## src/rtl/mem_bus_master_if.sv

```systemverilog
// mem_bus_master_if: core request/response handshake plus MAB/MDB memory bus signals.
interface mem_bus_master_if;
  logic        req_valid, req_ready, req_we, req_byte;
  logic [15:0] req_addr, req_wdata;
  logic        rsp_valid, rsp_err;
  logic [15:0] rsp_rdata;
  logic [15:0] MAB, MDB_wr, MDB_rd;
  logic        MW, BW;
  modport master (
    input  req_valid, req_addr, req_wdata, req_we, req_byte, MDB_rd,
    output req_ready, rsp_valid, rsp_rdata, rsp_err, MAB, MDB_wr, MW, BW
  );
  modport slave (
    output req_valid, req_addr, req_wdata, req_we, req_byte, MDB_rd,
    input  req_ready, rsp_valid, rsp_rdata, rsp_err, MAB, MDB_wr, MW, BW
  );
endinterface

```

## src/rtl/mem_bus_master.sv

```systemverilog
// mem_bus_master: MAB/MDB bus initiator with fixed wait states and byte-lane steering.
// Define MEM_BUS_ALIGN_CHECK_EN to reject misaligned word accesses with rsp_err.
module mem_bus_master #(
  parameter int          WAIT_STATES = 1,
  parameter logic [15:0] RESET_MAB   = 16'h0000
) (
  input logic              clk,
  input logic              rst_n,
  mem_bus_master_if.master bus
);
  localparam logic [1:0] IDLE = 2'd0, ACCESS = 2'd1, WAIT = 2'd2, RESP = 2'd3;
  logic [1:0]  state, nxt;
  logic [2:0]  cnt;
  logic        rdy, we, is_byte, a0, accept, last, bad;
  logic [15:0] mab, wdat, rdata;
  assign accept = rdy && bus.req_valid;
  assign last = (state == ACCESS && WAIT_STATES == 0) || (state == WAIT && cnt == 3'd0);
  assign nxt = state == IDLE ? (accept ? (bad ? RESP : ACCESS) : IDLE) :
               state == RESP ? IDLE : last ? RESP : WAIT;
  always_ff @(posedge clk or negedge rst_n)
    if (!rst_n) begin
      state   <= IDLE;
      rdy     <= 1'b0;
      cnt     <= 3'd0;
      we      <= 1'b0;
      is_byte <= 1'b0;
      a0      <= 1'b0;
      mab     <= RESET_MAB;
      wdat    <= 16'h0;
      rdata   <= 16'h0;
    end else begin
      state <= nxt;
      rdy   <= nxt == IDLE;
      cnt   <= state == ACCESS ? 3'(WAIT_STATES - 1) : cnt - 3'd1;
      if (accept && !bad) begin
        we      <= bus.req_we;
        is_byte <= bus.req_byte;
        a0      <= bus.req_addr[0];
        mab     <= bus.req_byte ? bus.req_addr : {bus.req_addr[15:1], 1'b0};
        wdat    <= bus.req_byte ? {2{bus.req_wdata[7:0]}} : bus.req_wdata;
      end else if (state == RESP) begin
        is_byte <= 1'b0;
        mab     <= RESET_MAB;
        wdat    <= 16'h0;
      end
      if (accept && bad) rdata <= 16'h0;
      else if (last) rdata <= we ? 16'h0 : !is_byte ? bus.MDB_rd :
                              {8'h00, a0 ? bus.MDB_rd[15:8] : bus.MDB_rd[7:0]};
    end
`ifdef MEM_BUS_ALIGN_CHECK_EN
  logic err;
  assign bad = !bus.req_byte && bus.req_addr[0];
  always_ff @(posedge clk or negedge rst_n)
    if (!rst_n) err <= 1'b0;
    else if (accept && bad) err <= 1'b1;
    else if (last) err <= 1'b0;
  assign bus.rsp_err = err;
`else
  assign bad = 1'b0;
  assign bus.rsp_err = 1'b0;
`endif
  assign bus.req_ready = rdy;
  assign bus.rsp_valid = state == RESP;
  assign bus.rsp_rdata = rdata;
  assign bus.MAB       = mab;
  assign bus.MDB_wr    = wdat;
  assign bus.MW        = last && we;
  assign bus.BW        = is_byte;
endmodule
```

## src/flat_wrapper.sv

```systemverilog
// flat-port wrapper written by rule: the top's interface ports become plain ports
module mem_bus_master_flat 
#(
  parameter int          WAIT_STATES = 1,
  parameter logic [15:0] RESET_MAB   = 16'h0000
)
  (clk, rst_n, bus_req_valid, bus_req_addr, bus_req_wdata, bus_req_we, bus_req_byte, bus_MDB_rd, bus_req_ready, bus_rsp_valid, bus_rsp_rdata, bus_rsp_err, bus_MAB, bus_MDB_wr, bus_MW, bus_BW);
  mem_bus_master_if bus_i ();
  input logic clk;
  input logic rst_n;
  input wire logic [$bits(bus_i.req_valid)-1:0] bus_req_valid;
  input wire logic [$bits(bus_i.req_addr)-1:0] bus_req_addr;
  input wire logic [$bits(bus_i.req_wdata)-1:0] bus_req_wdata;
  input wire logic [$bits(bus_i.req_we)-1:0] bus_req_we;
  input wire logic [$bits(bus_i.req_byte)-1:0] bus_req_byte;
  input wire logic [$bits(bus_i.MDB_rd)-1:0] bus_MDB_rd;
  output wire logic [$bits(bus_i.req_ready)-1:0] bus_req_ready;
  output wire logic [$bits(bus_i.rsp_valid)-1:0] bus_rsp_valid;
  output wire logic [$bits(bus_i.rsp_rdata)-1:0] bus_rsp_rdata;
  output wire logic [$bits(bus_i.rsp_err)-1:0] bus_rsp_err;
  output wire logic [$bits(bus_i.MAB)-1:0] bus_MAB;
  output wire logic [$bits(bus_i.MDB_wr)-1:0] bus_MDB_wr;
  output wire logic [$bits(bus_i.MW)-1:0] bus_MW;
  output wire logic [$bits(bus_i.BW)-1:0] bus_BW;
  assign bus_i.req_valid = bus_req_valid;
  assign bus_i.req_addr = bus_req_addr;
  assign bus_i.req_wdata = bus_req_wdata;
  assign bus_i.req_we = bus_req_we;
  assign bus_i.req_byte = bus_req_byte;
  assign bus_i.MDB_rd = bus_MDB_rd;
  assign bus_req_ready = bus_i.req_ready;
  assign bus_rsp_valid = bus_i.rsp_valid;
  assign bus_rsp_rdata = bus_i.rsp_rdata;
  assign bus_rsp_err = bus_i.rsp_err;
  assign bus_MAB = bus_i.MAB;
  assign bus_MDB_wr = bus_i.MDB_wr;
  assign bus_MW = bus_i.MW;
  assign bus_BW = bus_i.BW;
  mem_bus_master #(.WAIT_STATES(WAIT_STATES), .RESET_MAB(RESET_MAB)) u_core (.clk(clk), .rst_n(rst_n), .bus(bus_i));
endmodule
```

## config.mk

```make
export PLATFORM = sky130hd
export DESIGN_NAME = mem_bus_master_flat
export DESIGN_NICKNAME = d
export VERILOG_FILES = /design/src/rtl/mem_bus_master_if.sv /design/src/rtl/mem_bus_master.sv /design/src/flat_wrapper.sv
export SDC_FILE = /design/constraint.sdc
export NUM_CORES = 1
export LEC_CHECK = 0
export CAP_MARGIN = 20
export CORE_MARGIN = 2
export CORE_UTILIZATION = 45
export DETAILED_ROUTE_END_ITERATION = 12
export GPL_ROUTABILITY_DRIVEN = 0
export PLACE_DENSITY = 0.89
export SLEW_MARGIN = 10
export SYNTH_ARGS = -nofsm -noshare
export SYNTH_HDL_FRONTEND = slang
export SYNTH_SLANG_ARGS = --single-unit
```

## constraint.sdc

```tcl
create_clock -name clk -period 2.3 [get_ports clk]
set_input_delay 0.46 -clock clk [delete_from_list [all_inputs] [get_ports clk]]
set_output_delay 0.46 -clock clk [all_outputs]
set_load 0.1 [all_outputs]
```

==> results_dict.tcl <==
set metrics [dict create \
    diodes 0 \
    syn_area_um2 2486 \
    cts_root_buf "clkbuf_8" \
    path_clk_slew_ns 0.06 \
    dp_hpwl_um 4375 \
    synthMostInstantiatedCell "nand2_1" \
    crit_buf_inv 2 \
    wl_um 6041 \
    synth-edff-count 0 \
    synth-seq-area-share 0.5737 \
    crit_required_ns 1.84 \
    first_pass_iters 4 \
    drtIter0Drc 134 \
    initial_core_util 0.4600 \
    rows 27 \
    htree_levels 3 \
    skew_ns 0.005484 \
    finalHoldViolations 0 \
    crit_chain "inv_1 -> ha_1 -> ha_1 -> and3_1 -> buf_12" \
    cts_tree "done" \
    clock_path_buffers 2 \
    clock_latency_ns 0.31 \
    finalSetupViolations 0 \
    crit_fanout 2 \
    syn_area_per_cell_um2 10.67 \
    clock_sinks 57 \
    outcome "finished, final reports clean" \
    reg2reg_slack_ns 0.61 \
    crit_path_start_kind "flop" \
    grt_pass1_wl_um 9887 \
    wl_per_cell_um 14.52 \
    slowest_stage "dfrtp_1" \
    final_nets 398 \
    crit_path_max_incr_delay_ns 0.37 \
    slew_violations 0 \
    maxCapViolCount 0 \
    synthTopCellsByCount "nand2_1 (64), dfrtp_1 (57), nand3b_1 (33)" \
    fin_crit_sh 0.8442 \
    critical-path-top-delay-family "flip-flops" \
    fin_setup_tns_ns 0 \
    cts_buffers 9 \
    crit_type "reg -> out" \
    rsz0062_at_grt "no" \
    synth-async-reset-ratio 1.000 \
    die_x_um 78.33 \
    utilization 0.6741 \
    syn_nets 292 \
    dieArea_um2 6136 \
    ant_nets 0 \
    grt_overflow 0 \
    fmax_mhz 515.0 \
    vias 2068 \
    synth_top_area_share 0.5737 \
    crit_arrival_ns 1.48 \
    finalCriticalPeriod_ns 1.942 \
    area_growth_pct 46.55 \
    grt_max_degree 41 \
    ff2ff_path_depth 6 \
    ys_ff_latch 57 \
    timing.rr.start "u_core.cnt[0]" \
    cp_common_cell "ha_1" \
    worstMarginPinSlew_ns 0.6106 \
    relSlewSlack 0.5917 \
    ctsHoldBuffers 0 \
    synth_cells 233 \
    grt_pass1_vias 2131 \
    grt.total_usage 0.2065 \
    portBuffers 104 \
    critPathCaptureType "output port" \
    drc 0 \
    viasPerCell 4.971 \
    ys_types 25 \
    dp_cells 400 \
    worst_hold_path_type "in -> async" \
    ys_warn_count 0 \
    io_pins 106 \
    post_cts_resized 0 \
    synth.top_cells.by_area "dfrtp_1 (57%), nand3b_1 (10%), nand2_1 (9.7%), mux2i_1 (6.4%), ha_1 (3.0%)" \
    yosysTopAreaCell "dfrtp_1" \
    grt_antenna_before_repair 0 \
    r2r_end "u_core.bus.rsp_rdata[4]" \
    final_layout_size_suffix_gt1_frac 0.2180 \
    finalNonFillerCells 416 \
    die_h_um 78.33 \
    synthFlopType "dfrtp_1" \
    cts_setup_buffers 0 \
    core_um2 5405 \
]
==> cells in the final DEF, fill, tap and decap left out, drive strengths merged <==
cell type,n
nand2,66
o21ai,16
a21o,1
ha,6
mux2i,16
conb,1
a211oi,1
nand3,1
clkbuf,13
or2,1
nor2,3
dfrtp,57
buf,58
inv,5
a22o,8
and2,1
nand3b,33
clkdlybuf4s50,51
nor3,2
and3,1
clkinv,3
==> registers in the layout (all words and copies together) (netlist names) <==
| signal | count |
|---|---|
| u_core.bus.MAB | 16 |
| u_core.bus.MDB_wr | 16 |
| u_core.bus.rsp_rdata | 16 |
| u_core.cnt | 3 |
| u_core.state | 2 |
| u_core.a0 | 1 |
| u_core.bus.BW | 1 |
| u_core.bus.req_ready | 1 |
| u_core.we | 1 |
==> stage by stage <==
stage / setup slack (ns) / cell area, um^2 / hold WS, ns
finish: 0.3584 / 3643 / 0.02814
global route: 0.2848 / 3643 / 0.03932
CTS: 0.3325 / 3643 / 0.02359
detailed placement: 0.4566 / 3470 / 0.3696
global placement: 0.4950 / 3470 / 0.3605
floorplan: 0.3184 / 2486 / 0.1644
==> how the worst max path moves through the flow <==
stage,from,end,cells past startpoint
floorplan,u_core.cnt[0],bus_MW,4
finish,u_core.cnt[0],bus_MW,5
global route,u_core.cnt[0],bus_MW,5
global placement,bus_req_valid,u_core.bus.MAB[0],5
detailed placement,bus_req_byte,u_core.bus.MDB_wr[13],3
CTS,u_core.cnt[0],bus_MW,5
==> final cells by class <==
| class | instances | area [um^2] |
|---|---|---|
| clock buffers | 13 | 158.9 |
| repair buffers | 109 | 968.4 |
| multi-input cells | 157 | 965.9 |
| inverters | 5 | 18.77 |
| clock inverters | 3 | 15.01 |
| well taps | 72 | 90.09 |
| flip-flops and latches | 57 | 1426 |
| fillers | 432 | 1762 |
==> logic make-up (layout without fill, tap and decap cells) <==
group,count (synthesis),in the layout,share of synthesized area
flip-flops,57,57,0.5737
AO/OA/AOI/OAI,26,26,0.06644
other,1,1,0.001508
AND/OR/NAND/NOR,108,108,0.2260
multiplexers,16,16,0.06442
buffers and inverters,19,130,0.03775
adder cells (fa/ha/maj),6,6,0.03020
==> routing by layer <==
| metal | vias up | track usage | wire (um) |
|---|---|---|---|
| met4 | 0 | 0.08246 | 59 |
| li1 | 992 | - | - |
| met3 | 7 | 0.05287 | 427 |
| met2 | 81 | 0.3328 | 2878 |
| met5 | - | 0 | 0 |
| met1 | 988 | 0.2679 | 2676 |
Power is left out: the tool's default activity adds up to more than one toggle a clock period on the data nets, which glitch-free logic cannot reach.
